===== src/rtl/scan_mux_pkg.sv =====
// ---------------------------------------------------------------------------
// scan_mux_pkg
// Shared definitions for the scanning display multiplexer.
//   mode_e         : MODE_MANUAL (external select) / MODE_SCAN (auto-advance)
//   clog2          : ceiling log2. Used to size the select and prescaler.
//   idx_to_onehot  : returns one bit of the one-hot decode of an index.
// ---------------------------------------------------------------------------
package scan_mux_pkg;

  typedef enum logic {
    MODE_MANUAL = 1'b0,
    MODE_SCAN   = 1'b1
  } mode_e;

  // Ceiling log2. An input of 1 gives 0; callers guarantee values >= 2.
  function automatic int clog2(input int value);
    int result;
    int rem;
    result = 0;
    rem    = value - 1;
    while (rem > 0) begin
      result = result + 1;
      rem    = rem >> 1;
    end
    return result;
  endfunction

  // Bit bit_pos of the one-hot decode of idx. The caller loops over the
  // channel count, so the decode fits any CHANNELS without a fixed-width
  // intermediate vector.
  function automatic logic idx_to_onehot(input int idx, input int bit_pos);
    return (idx == bit_pos);
  endfunction

endpackage


===== src/rtl/scan_prescaler.sv =====
// ---------------------------------------------------------------------------
// scan_prescaler
// Free-running 0..SCAN_DIV-1 counter that paces the channel advance in scan
// mode.
//   clk    in   rising-edge clock
//   reset  in   synchronous, active-high reset
//   clr    in   synchronous clear. Held high in manual mode so that scanning
//               always starts from a full period.
//   en     in   count enable. Low while frozen by hold.
//   tc     out  terminal count. High only while enabled at SCAN_DIV-1.
// ---------------------------------------------------------------------------
module scan_prescaler
  import scan_mux_pkg::*;
#(
  parameter  int SCAN_DIV = 16,
  localparam int CNT_W    = clog2(SCAN_DIV)
) (
  input  logic clk,
  input  logic reset,
  input  logic clr,
  input  logic en,
  output logic tc
);

  localparam logic [CNT_W-1:0] LAST = CNT_W'(SCAN_DIV - 1);

  logic [CNT_W-1:0] count;

  // tc is gated by en, so a frozen prescaler sitting at its last value
  // never requests an advance. This is what lets hold beat terminal count.
  assign tc = en && (count == LAST);

  // The wrap is an explicit compare rather than natural overflow, so
  // SCAN_DIV values that are not a power of two still give the right period.
  always_ff @(posedge clk) begin
    if (reset || clr) begin
      count <= '0;
    end else if (en) begin
      if (tc) begin
        count <= '0;
      end else begin
        count <= count + CNT_W'(1);
      end
    end
  end

endmodule


===== src/rtl/scan_mux.sv =====
// ---------------------------------------------------------------------------
// scan_mux
// Registered N-channel multiplexer that feeds the 7-segment digit driver.
// In manual mode an external select picks the channel. In scan mode the
// channel steps every SCAN_DIV cycles.
//   clk        in   rising-edge clock
//   reset      in   synchronous, active-high reset
//   data_in    in   CHANNELS*WIDTH; channel k = data_in[k*WIDTH +: WIDTH]
//   mode       in   0 = manual, 1 = scan
//   sel        in   manual channel select. Values past the last channel clamp.
//   hold       in   freezes the scan position (scan mode only)
//   out        out  registered data of the channel shown on ch_idx
//   ch_idx     out  current channel index
//   ch_onehot  out  one-hot of ch_idx (digit enables)
//   ch_tick    out  one-cycle pulse in the cycle after ch_idx changed
// ---------------------------------------------------------------------------
module scan_mux
  import scan_mux_pkg::*;
#(
  parameter  int WIDTH    = 4,
  parameter  int CHANNELS = 4,
  parameter  int SCAN_DIV = 16,
  localparam int SEL_W    = clog2(CHANNELS)
) (
  input  logic                      clk,
  input  logic                      reset,
  input  logic [CHANNELS*WIDTH-1:0] data_in,
  input  logic                      mode,
  input  logic [SEL_W-1:0]          sel,
  input  logic                      hold,
  output logic [WIDTH-1:0]          out,
  output logic [SEL_W-1:0]          ch_idx,
  output logic [CHANNELS-1:0]       ch_onehot,
  output logic                      ch_tick
);

  localparam logic [SEL_W-1:0] LAST_IDX = SEL_W'(CHANNELS - 1);

  logic                clr;
  logic                en;
  logic                tc;
  logic [SEL_W-1:0]    sel_clamped;
  logic [SEL_W-1:0]    idx_inc;
  logic [SEL_W-1:0]    idx_next;
  logic [CHANNELS-1:0] onehot_next;
  logic [WIDTH-1:0]    out_next;

  // The prescaler is held clear in manual mode. It only runs while scanning
  // and not held.
  assign clr = (mode == MODE_MANUAL);
  assign en  = (mode == MODE_SCAN) && !hold;

  scan_prescaler #(
    .SCAN_DIV (SCAN_DIV)
  ) u_prescaler (
    .clk   (clk),
    .reset (reset),
    .clr   (clr),
    .en    (en),
    .tc    (tc)
  );

  // The select is widened before the compare so the clamp is also correct
  // when CHANNELS is not a power of two.
  always_comb begin
    sel_clamped = sel;
    if (int'(sel) >= CHANNELS) begin
      sel_clamped = LAST_IDX;
    end
  end

  // The increment wraps by compare to the last channel, not by natural
  // overflow.
  always_comb begin
    idx_inc = ch_idx + SEL_W'(1);
    if (ch_idx == LAST_IDX) begin
      idx_inc = '0;
    end
  end

  // Channel selection priority: manual select, then hold, then terminal
  // count. The hold check is redundant with the gated tc, but it keeps the
  // priority readable.
  always_comb begin
    idx_next = ch_idx;
    if (mode == MODE_MANUAL) begin
      idx_next = sel_clamped;
    end else if (hold) begin
      idx_next = ch_idx;
    end else if (tc) begin
      idx_next = idx_inc;
    end
  end

  // The one-hot and the data word are both derived from idx_next and
  // registered together with ch_idx. out therefore always belongs to the
  // digit that is currently enabled.
  always_comb begin
    onehot_next = '0;
    for (int k = 0; k < CHANNELS; k++) begin
      onehot_next[k] = idx_to_onehot(int'(idx_next), k);
    end
  end

  assign out_next = data_in[int'(idx_next)*WIDTH +: WIDTH];

  // Output and index registers. ch_tick flags any change of index,
  // whichever mode caused it.
  always_ff @(posedge clk) begin
    if (reset) begin
      out       <= '0;
      ch_idx    <= '0;
      ch_onehot <= CHANNELS'(1);
      ch_tick   <= 1'b0;
    end else begin
      out       <= out_next;
      ch_idx    <= idx_next;
      ch_onehot <= onehot_next;
      ch_tick   <= (idx_next != ch_idx);
    end
  end

endmodule

===== config.mk =====
export PLATFORM = sky130hd
export DESIGN_NAME = scan_mux
export DESIGN_NICKNAME = d
export VERILOG_FILES = /design/src/rtl/scan_mux_pkg.sv /design/src/rtl/scan_prescaler.sv /design/src/rtl/scan_mux.sv
export SDC_FILE = /design/constraint.sdc
export NUM_CORES = 1
export LEC_CHECK = 0
export ABC_CLOCK_PERIOD_IN_PS = 4100
export CORE_UTILIZATION = 42
export DETAILED_ROUTE_END_ITERATION = 12
export MAX_ROUTING_LAYER = met4
export PLACE_DENSITY = 0.82
export SETUP_SLACK_MARGIN = 0.1
export SLEW_MARGIN = 0
export SYNTH_ARGS = -nofsm -noshare
export SYNTH_HDL_FRONTEND = slang
export SYNTH_HIERARCHICAL = 1
export SYNTH_SLANG_ARGS = --single-unit

===== constraint.sdc =====
create_clock -name clk -period 4.1 [get_ports clk]
set_input_delay 0.82 -clock clk [delete_from_list [all_inputs] [get_ports clk]]
set_output_delay 0.82 -clock clk [all_outputs]
set_load 0.005 [all_outputs]

# After elaboration in Yosys (flattened, before gate mapping)

Index checks and enable logic that the tools add are counted.
Widths: inputs -> output; s select.

Input bits: 22
Bits in registers: 15
Word-level logic and storage cells: 25
Output and inout port bits: 11

Shift-type cells: 1
Bitwise logic cells: 1
$add $sub $neg: 2
Reductions and logical operators: 5
Muxes and demuxes: 5
Eq/ne operators: 6

Operators with widths:

| cell                | count |
|---|---|
| $shiftx 16x5->4     | 1 |
| $mux 2              | 4 |
| $eq 2x2->1 const B  | 3 |
| $add 4x1->4 const B | 1 |
| $eq 4x4->1 const B  | 1 |
| $mux 4              | 1 |
| $add 2x1->2 const B | 1 |
| $eq 2x1->1 const B  | 1 |
| $logic_and 1x1->1   | 2 |
| $logic_not 2->1     | 1 |
| $ne 2x2->1          | 1 |
| $logic_not 1->1     | 1 |
| $logic_or 1x1->1    | 1 |
| $not 1->1           | 1 |

# Depth between registers and ports, before layout

Depth after elaboration: 7
Mapped depth: 9
Mapped depth without buffers: 8

# By module

Netlist, hierarchy kept.

By module, submodules not included:

| module         | seq. area each (µm²) | instances | cells each | area each (µm²) |
|---|---|---|---|---|
| scan_mux       | 220.2                | 1         | 51         | 503.0 |
| scan_prescaler | 80.1                 | 1         | 21         | 192.7 |

# Worst setup path after synthesis

No wires, ideal clock.

Kind: input -> register
Start: input mode
End: register out[0]
Library setup time: 0.135 ns
Data required time: 3.965 ns
Path buffers: 1
Path slack: 1.798 ns
Arrival time: 2.168 ns
Stages on the path: 9
Path through: inv_1 nor2_1 nand2_2 nor2_1 nor2b_1 o221ai_2 buf_4 mux2i_1 o22ai_1

Word-level cells in the longest chain between the ends: 6

RTL lines:

| item                 | RTL line             | RTL |
|---|---|---|
| from (decl)          | scan_mux.sv:28       | `input logic mode,` |
| $logic_and 1x1->1    | scan_mux.sv:51       | `assign en = (mode == MODE_SCAN) && !hold;` |
| via en               | scan_mux.sv:40       | `logic en;` |
| $logic_and 1x1->1    | scan_prescaler.sv:31 | `assign tc = en && (count == LAST);` |
| via tc               | scan_mux.sv:41       | `logic tc;` |
| $mux 2               | scan_mux.sv:90       | `end else if (tc) begin` |
| $mux 2               | scan_mux.sv:88       | `end else if (hold) begin` |
| $mux 2               | scan_mux.sv:86       | `if (mode == MODE_MANUAL) begin` |
| $shiftx 16x5->4      | scan_mux.sv:105      | `assign out_next = data_in[int'(idx_next)*WIDTH +: WIDTH];` |
| to (signal assigned) | scan_mux.sv:116      | `out <= out_next;` |
| to (decl)            | scan_mux.sv:31       | `output logic [WIDTH-1:0] out,` |

The timed path passes the listed nets, and every way through them passes these cells.
A chain may end at the register's enable or synchronous reset.

# Final worst setup path

Start: input mode
End: register out[3]

Same word-level chain as after synthesis.

==> run metrics <==
CP top delay family simple AND/OR/NAND/NOR gates; Yosys top cell by area dfxtp_1; register area share after synthesis between 40% and 50%; endpoints failing setup 0; outcome finished clean; GR Util All Layers 19.1%; number of flops mapped to enable cells by yosys 0; Worst Setup End Kind flop; top post-synthesis cells by area dfxtp_1, mux2i_1, o22ai_1, nand2_1, nor2_1; H-Tree Depth 1; Static Leak 0.000415 uW; Slew Viols, Final 0; Setup CP Type input port to flop; syn nets 95; global-route wire length before repair 2.54 mm; First DRT Iteration DRCs 8; TritonCTS clock tree yes; Post-Synth Adder-Cell Area 1.80%; VDD IR-drop max 214 uV; CTS buffer count 3; Post-Route WL around 1.5 mm; post-synthesis register bit count 15; via count 646; ant diodes 0; placed cell count 119; Initial Util between 40% and 50%; CTS resizes 0; Setup TNS Final 0 ps; multi-input combinational cell area ~370 um^2; endpoints failing hold 0; Commonest cells post-synth dfxtp_1, mux2i_1, nand2_1, nor2_1, inv_1; RSZ-0062 raised after global routing no; final core occ 69.3%; clock buffer depth 2; drt drc 0; post-route ant nets 0; Die Wd approximately 43 um; PD cells 289 nW/um^2; Synth top area share 43.2%; io pins 33; Post-CTS Setup Inserts 0; Area growth, synth to finish 51.8%; Largest stage delay, worst path approximately 590 ps; synthesis warning total 6; GPL Wtd Cong 0.790; Root Buffer clkbuf_4; Tcrit/Tclk final between 70% and 80%; fmax 0.336 GHz; Hold Path Class flop to flop; die area 1820 um^2; residual overflow from global routing 0; min cycle time layout 2970 ps; leading register cell type out of synthesis dfxtp_1; pin count of the biggest net entering global routing 12; latest clock arrival within the worst-skew pair 280 ps; layout cells sized above 1 about 8.4%; Register Area ~300 um^2; Simple-Gate Fraction of Synth Area 18.7%; syn_area_per_cell 9.66 um^2; Final Skew 1.47 ps; port bufs 32; Pre-Repair DR Iteration Count 4; row count 14; CP Buf/Inv Count 2; hold_buf cts 0; Post-Synth XOR/XNOR Area under 10%; Synth Cell Area 696 um^2; ys async rst share 0%; Compound-Gate Fraction of Synth Area 12.9%; Die Span Y 42.7 um; Worst Path Arrival approximately 3100 ps; Nets 131; Synth Instances 72; distinct cell type count after synthesis 26; Fill cells 127; critical path data required time 4250 ps; WL/cell 11.9 um; core area 1520 um^2; Cell Count, Final, Fillers Out around 120; via/cell ratio between 5 and 6; CP max stage cell clkdlybuf4s50_1; crit-path cells clkdlybuf4s50_1 > inv_1 > nor2_1 > nand2_2 > nor2_1 > nor2b_1 > o221ai_2 > mux2i_1 > o22ai_1; Max-Cap Viols 0; CP Launch Type input port; Worst-path clk slew 90 ps; Slew @ Worst Pin about 710 ps; top-count cell post-synth dfxtp_1; CP dominant cell by count nor2_1; CTS sink cnt 15; critical path fanouts, max 11; vias in the first global route ~610; HPWL after DPL around 1.2 mm; post-synthesis mux area share 15.8%; largest family of logic cells by synthesized area simple AND/OR/NAND/NOR gates; Slew headroom 53.0%; initial antenna violation count 0
-- kinds of logic after synthesis --
group | count (synthesis)
flip-flops | 15
buffers and inverters | 6
multiplexers | 11
adder cells (fa/ha/maj) | 1
AO/OA/AOI/OAI | 12
XOR/XNOR | 3
AND/OR/NAND/NOR | 24
-- final timing paths --
path	depth (start not counted)	end	startpoint	slack [ps]
setup reg to reg	7	out[3]	u_prescaler/count[0]	2150
hold reg to reg	2	u_prescaler/count[1]	u_prescaler/count[1]	560
setup / recovery	9	out[3]	mode	1130
hold / removal	2	u_prescaler/count[1]	u_prescaler/count[1]	560
-- flip-flops by register name, summed over array words and instances (netlist names) --
| register | count |
|---|---|
| ch_onehot | 4 |
| ch_tick | 1 |
| out | 4 |
| ch_idx | 2 |
| u_prescaler/count | 4 |
-- stage by stage --
| stage | hold slack [ps] | setup WS, ps | area, um^2 | power [uW] |
|---|---|---|---|---|
| final | 563 | 1130 | 1060 | 306 |
| after global routing | 597 | 886 | 1060 | 321 |
| after CTS | 565 | 1120 | 1060 | 310 |
| after detailed placement | 552 | 833 | 1030 | 227 |
| after global placement | 530 | 955 | 1030 | 226 |
| after floorplan | 497 | 1800 | 696 | 187 |
-- per-layer routing --
metal | global-route usage, % | vias up | wire length, um
li1 | - | 326 | -
met1 | 22.3 | 293 | 634
met2 | 28.8 | 25 | 699
met3 | 7.66 | 2 | 112
met4 | 8.13 | 0 | 13
met5 | - | - | 0
-- worst min-delay path, delay by kind of cell (launching register included) --
kind,cells,cell delay (ps)
muxes,1,130
and+or+nand+nor,1,50
DFF,1,350
-- power by group --
| group | total (uW) | internal [uW] | switching, uW |
|---|---|---|---|
| logic | 66.1 | 43.2 | 22.8 |
| registers | 157 | 154 | 3.37 |
| clock network | 82.7 | 36.1 | 46.6 |
| total | 306 | 233 | 72.8 |
-- layout by cell type (no fill, tap or decap), drive strengths merged, types with 3 or more instances in the layout --
cell	netlist	layout
nand2	7	7
clkbuf	0	3
mux2i	11	11
nor2	6	6
inv	5	5
o22ai	4	4
dfxtp	15	15
clkdlybuf4s50	0	32
nor3	4	4
-- final cells by class --
| class | count | area share, % |
|---|---|---|
| well taps | 16 | 1.90 |
| flip-flops and latches | 15 | 28.4 |
| clock buffers | 3 | 2.13 |
| repair buffers | 32 | 30.3 |
| clock inverters | 1 | 0.474 |
| multi-input cells | 51 | 35.0 |
| inverters | 5 | 1.78 |
(Power assumes the default switching activity.)
==> patch 1 (config.mk and constraints unchanged) <==
Set the parameter `WIDTH` to 6 (it was 4).
--- a/src/rtl/scan_mux.sv
+++ b/src/rtl/scan_mux.sv
@@ -18,5 +18,5 @@
   import scan_mux_pkg::*;
 #(
-  parameter  int WIDTH    = 4,
+  parameter  int WIDTH    = 6,
   parameter  int CHANNELS = 4,
   parameter  int SCAN_DIV = 16,
Ports: changed (resized data_in and out); port bits go from 33 to 43. No check against the original RTL was run, so the function may have changed too.
==> patch 1 against the unedited design <==
Sequential share of layout area shrank 1.7 points; sequential power rose by 16%; sequential cell count up 2; wire length grew 23%; die area up 17%; setup slack got worse by 250 ps; area after synthesis is 18% higher; design area rose by 20%; total power is 19% higher; via count increased by 15%; largest power group unchanged; highest routed layer unchanged.
==> patch 1: results <==
power:
  comb_power_share_pct: 25.2
  vdd_ir_drop_max_uv: 197
  p_seq_share_pct: 50.0
  power.internal_uw: 273
  leakagePower_uw: 0.000507
  power.net_switching_uw: 91.3
final_layout:
  layout-drive-gt1-share_pct: 9.76
  nFillCells: 147
  fin_nets: 156
  reg_top3: "out: 6 flops, ch_onehot: 4 flops, u_prescaler/count: 4 flops"
  instances_no_fill: 148
  syn_to_final_growth_pct: 54.9
critical_path:
  reg2reg_depth: 8
  rr_endpoint: "out[1]"
  cp-end-kind: "register"
  critPathMaxFanout: 13
  reg2reg_slack_ps: 1870
  cp.arrival_ps: 3390
  cp_slowest_stage_delay_ps: 560
logic_synthesis:
  muxShareOfSynthArea_pct: 18.3
  synth_area_leaders: "dfxtp_1, mux2i_1, o22ai_1, a211oi_2, ha_1"
  ys_top_cells_by_count: "dfxtp_1, mux2i_1, nor2_1, o22ai_1, nor3_1"
  synth_warnings: 6
  synthXorXnorAreaFrac_pct: 3.20
  synth_compound_area_share_pct: 12.5
  synth_nets: 112
  yosysSeqAreaShare_pct: 41.5
  synth_cell_types: 29
  synth_cells: 80
  synth_fa_ha_area_share_pct: 3.05
status:
  status: "completed"
placement:
  dp_slack_ps: 550
  placed_cells: 144
  numPortBuffers: 42
  hpwl_mm: 1.42
  place_area_sq_um: 1240
  gp_congestion: 0.850
clock_network:
  clk_latency_ps: 300
  postCtsResizedCells: 0
route:
  detail_route.wirelength_mm: 1.79
  viasPerCell: 5.03
  drt-pass1-iter-count: 3
  drt-initial-drc-count: 6
sta:
  fin_skew_ps: 9.12
  fmax_ghz: 0.311
  worst_pin_slew_ps: 441
grt:
  grt_pass1_vias: 707
  grt.total_usage_pct: 19.8
  grt_pass1_wl_mm: 2.79
  grt_max_degree: 14
==> patch 1: worst min-delay path by stage <==
stage / startpoint / end / slack, ps / cells past startpoint
CTS: u_prescaler/count[3] / u_prescaler/count[3] / 550 / 2
global placement: u_prescaler/count[3] / u_prescaler/count[3] / 530 / 2
finish: u_prescaler/count[3] / u_prescaler/count[3] / 550 / 2
global route: u_prescaler/count[3] / u_prescaler/count[3] / 590 / 2
detailed placement: u_prescaler/count[3] / u_prescaler/count[3] / 540 / 2
floorplan: u_prescaler/count[3] / u_prescaler/count[3] / 500 / 2
==> patch 1: metal layers <==
layer	GRT usage [%]	vias up	wire length [um]
li1	-	374	-
met1	19.8	324	751
met2	33.0	40	859
met3	5.49	7	123
met4	14.1	0	57
met5	-	-	0
==> patch 1: layout make-up <==
type	count	area share, %
clock inverter	1	0.394
clock buffer	3	1.77
inverter	2	0.591
timing repair buffer	42	33.1
tap	25	2.46
sequential	17	26.8
multi-input combinational	58	34.9
==> patch 2 (config.mk and constraints unchanged) <==
Made on the original files. Reset style: asynchronous (`reset`), changed in one clocked block. Comments in the files are not updated.
--- a/src/rtl/scan_mux.sv
+++ b/src/rtl/scan_mux.sv
@@ -107,5 +107,5 @@
   // Output and index registers. ch_tick flags any change of index,
   // whichever mode caused it.
-  always_ff @(posedge clk) begin
+  always_ff @(posedge clk or posedge reset) begin
     if (reset) begin
       out       <= '0;
Check against the original RTL: differs if reset is asserted again (counterexample within 4 cycles, from zero or initial values and one cycle with reset high); with reset held inactive, the same outputs for 10 cycles.
==> patch 2 against the unedited design <==
Maximum frequency is 0.56% lower; area after synthesis is 14% higher; total power is 13% higher; clock power is 6.4% higher; design area is 11% higher; wire length is 0.62% higher; via count is 4.0% lower; sequential cell count stayed put; first-iteration DRC count is 63% lower; setup slack worse by 17 ps; critical endpoint is now out[0]; largest cell class unchanged.
==> patch 2: results <==
sta:
  timing.final.crit_share_pct: 72.9
  holdWs_ps: 549
  fin_skew_ps: 5.55
grt:
  grt_pass1_vias: 595
  grt_max_degree: 15
  grt.total_usage_pct: 18.0
  grt_pass1_wl_mm: 2.50
critical_path:
  crit_end: "out[0]"
  critPathMaxFanout: 14
  cp_top_family: "buffers and inverters"
  cp.arrival_ps: 3160
  cp_slowest_stage_delay_ps: 450
placement:
  hpwl_mm: 1.21
  placed_cells: 128
  place_area_sq_um: 1140
  dp_slack_ps: 800
  gp_congestion: 0.675
route:
  viasPerCell: 4.70
  drt-pass1-iter-count: 3
  drt-initial-drc-count: 3
power:
  leakagePower_uw: 0.000512
  pg_clk_uw: 88.0
  seq-power_uw: 166
  power.net_switching_uw: 89.6
logic_synthesis:
  ys.flop_type: "dfrtp_1"
  yosysSeqAreaShare_pct: 45.0
  ys_top_cells_by_count: "mux2i_1, dfrtp_1, nor2_1, inv_1, dfxtp_1"
  synth_fa_ha_area_share_pct: 3.16
  synth_area_leaders: "dfrtp_1, mux2i_1, dfxtp_1, a311oi_4, dfstp_2"
  synth_cells: 71
  async_reset_ff_share_pct: 73.3
  synthXorXnorAreaFrac_pct: 2.21
  synth_compound_area_share_pct: 11.2
final_layout:
  layout-drive-gt1-share_pct: 11.2
status:
  status: "completed"
min_path:
  hold_start: "u_prescaler/count[3]"
  hold_end: "u_prescaler/count[3]"
-- patch 2: cell count changes in the layout (fill, tap and decap cells not counted), sizes merged, moves of 2 or more --
cell | before | now
and2 | 0 | 2
a211o | 0 | 2
nand2 | 7 | 4
o22ai | 4 | 0
buf | 0 | 2
mux2i | 11 | 15
dfrtp | 0 | 10
dfxtp | 15 | 4
-- patch 2: final cells by class --
type / instances / area, sq um
well taps: 25 / 31.3
inverters: 5 / 18.8
repair buffers: 34 / 335
flip-flops and latches: 15 / 357
clock buffers: 3 / 22.5
fillers: 160 / 576
clock inverters: 1 / 7.51
multi-input cells: 49 / 398
-- patch 2: layer usage --
layer  GRT usage (%)  wire length [um]  vias to the layer above
met5               -                 0                        -
met3            6.75               131                        4
met4            9.09                28                        0
met2            29.1               745                       25
li1                -                 -                      319
met1            19.0               563                      272
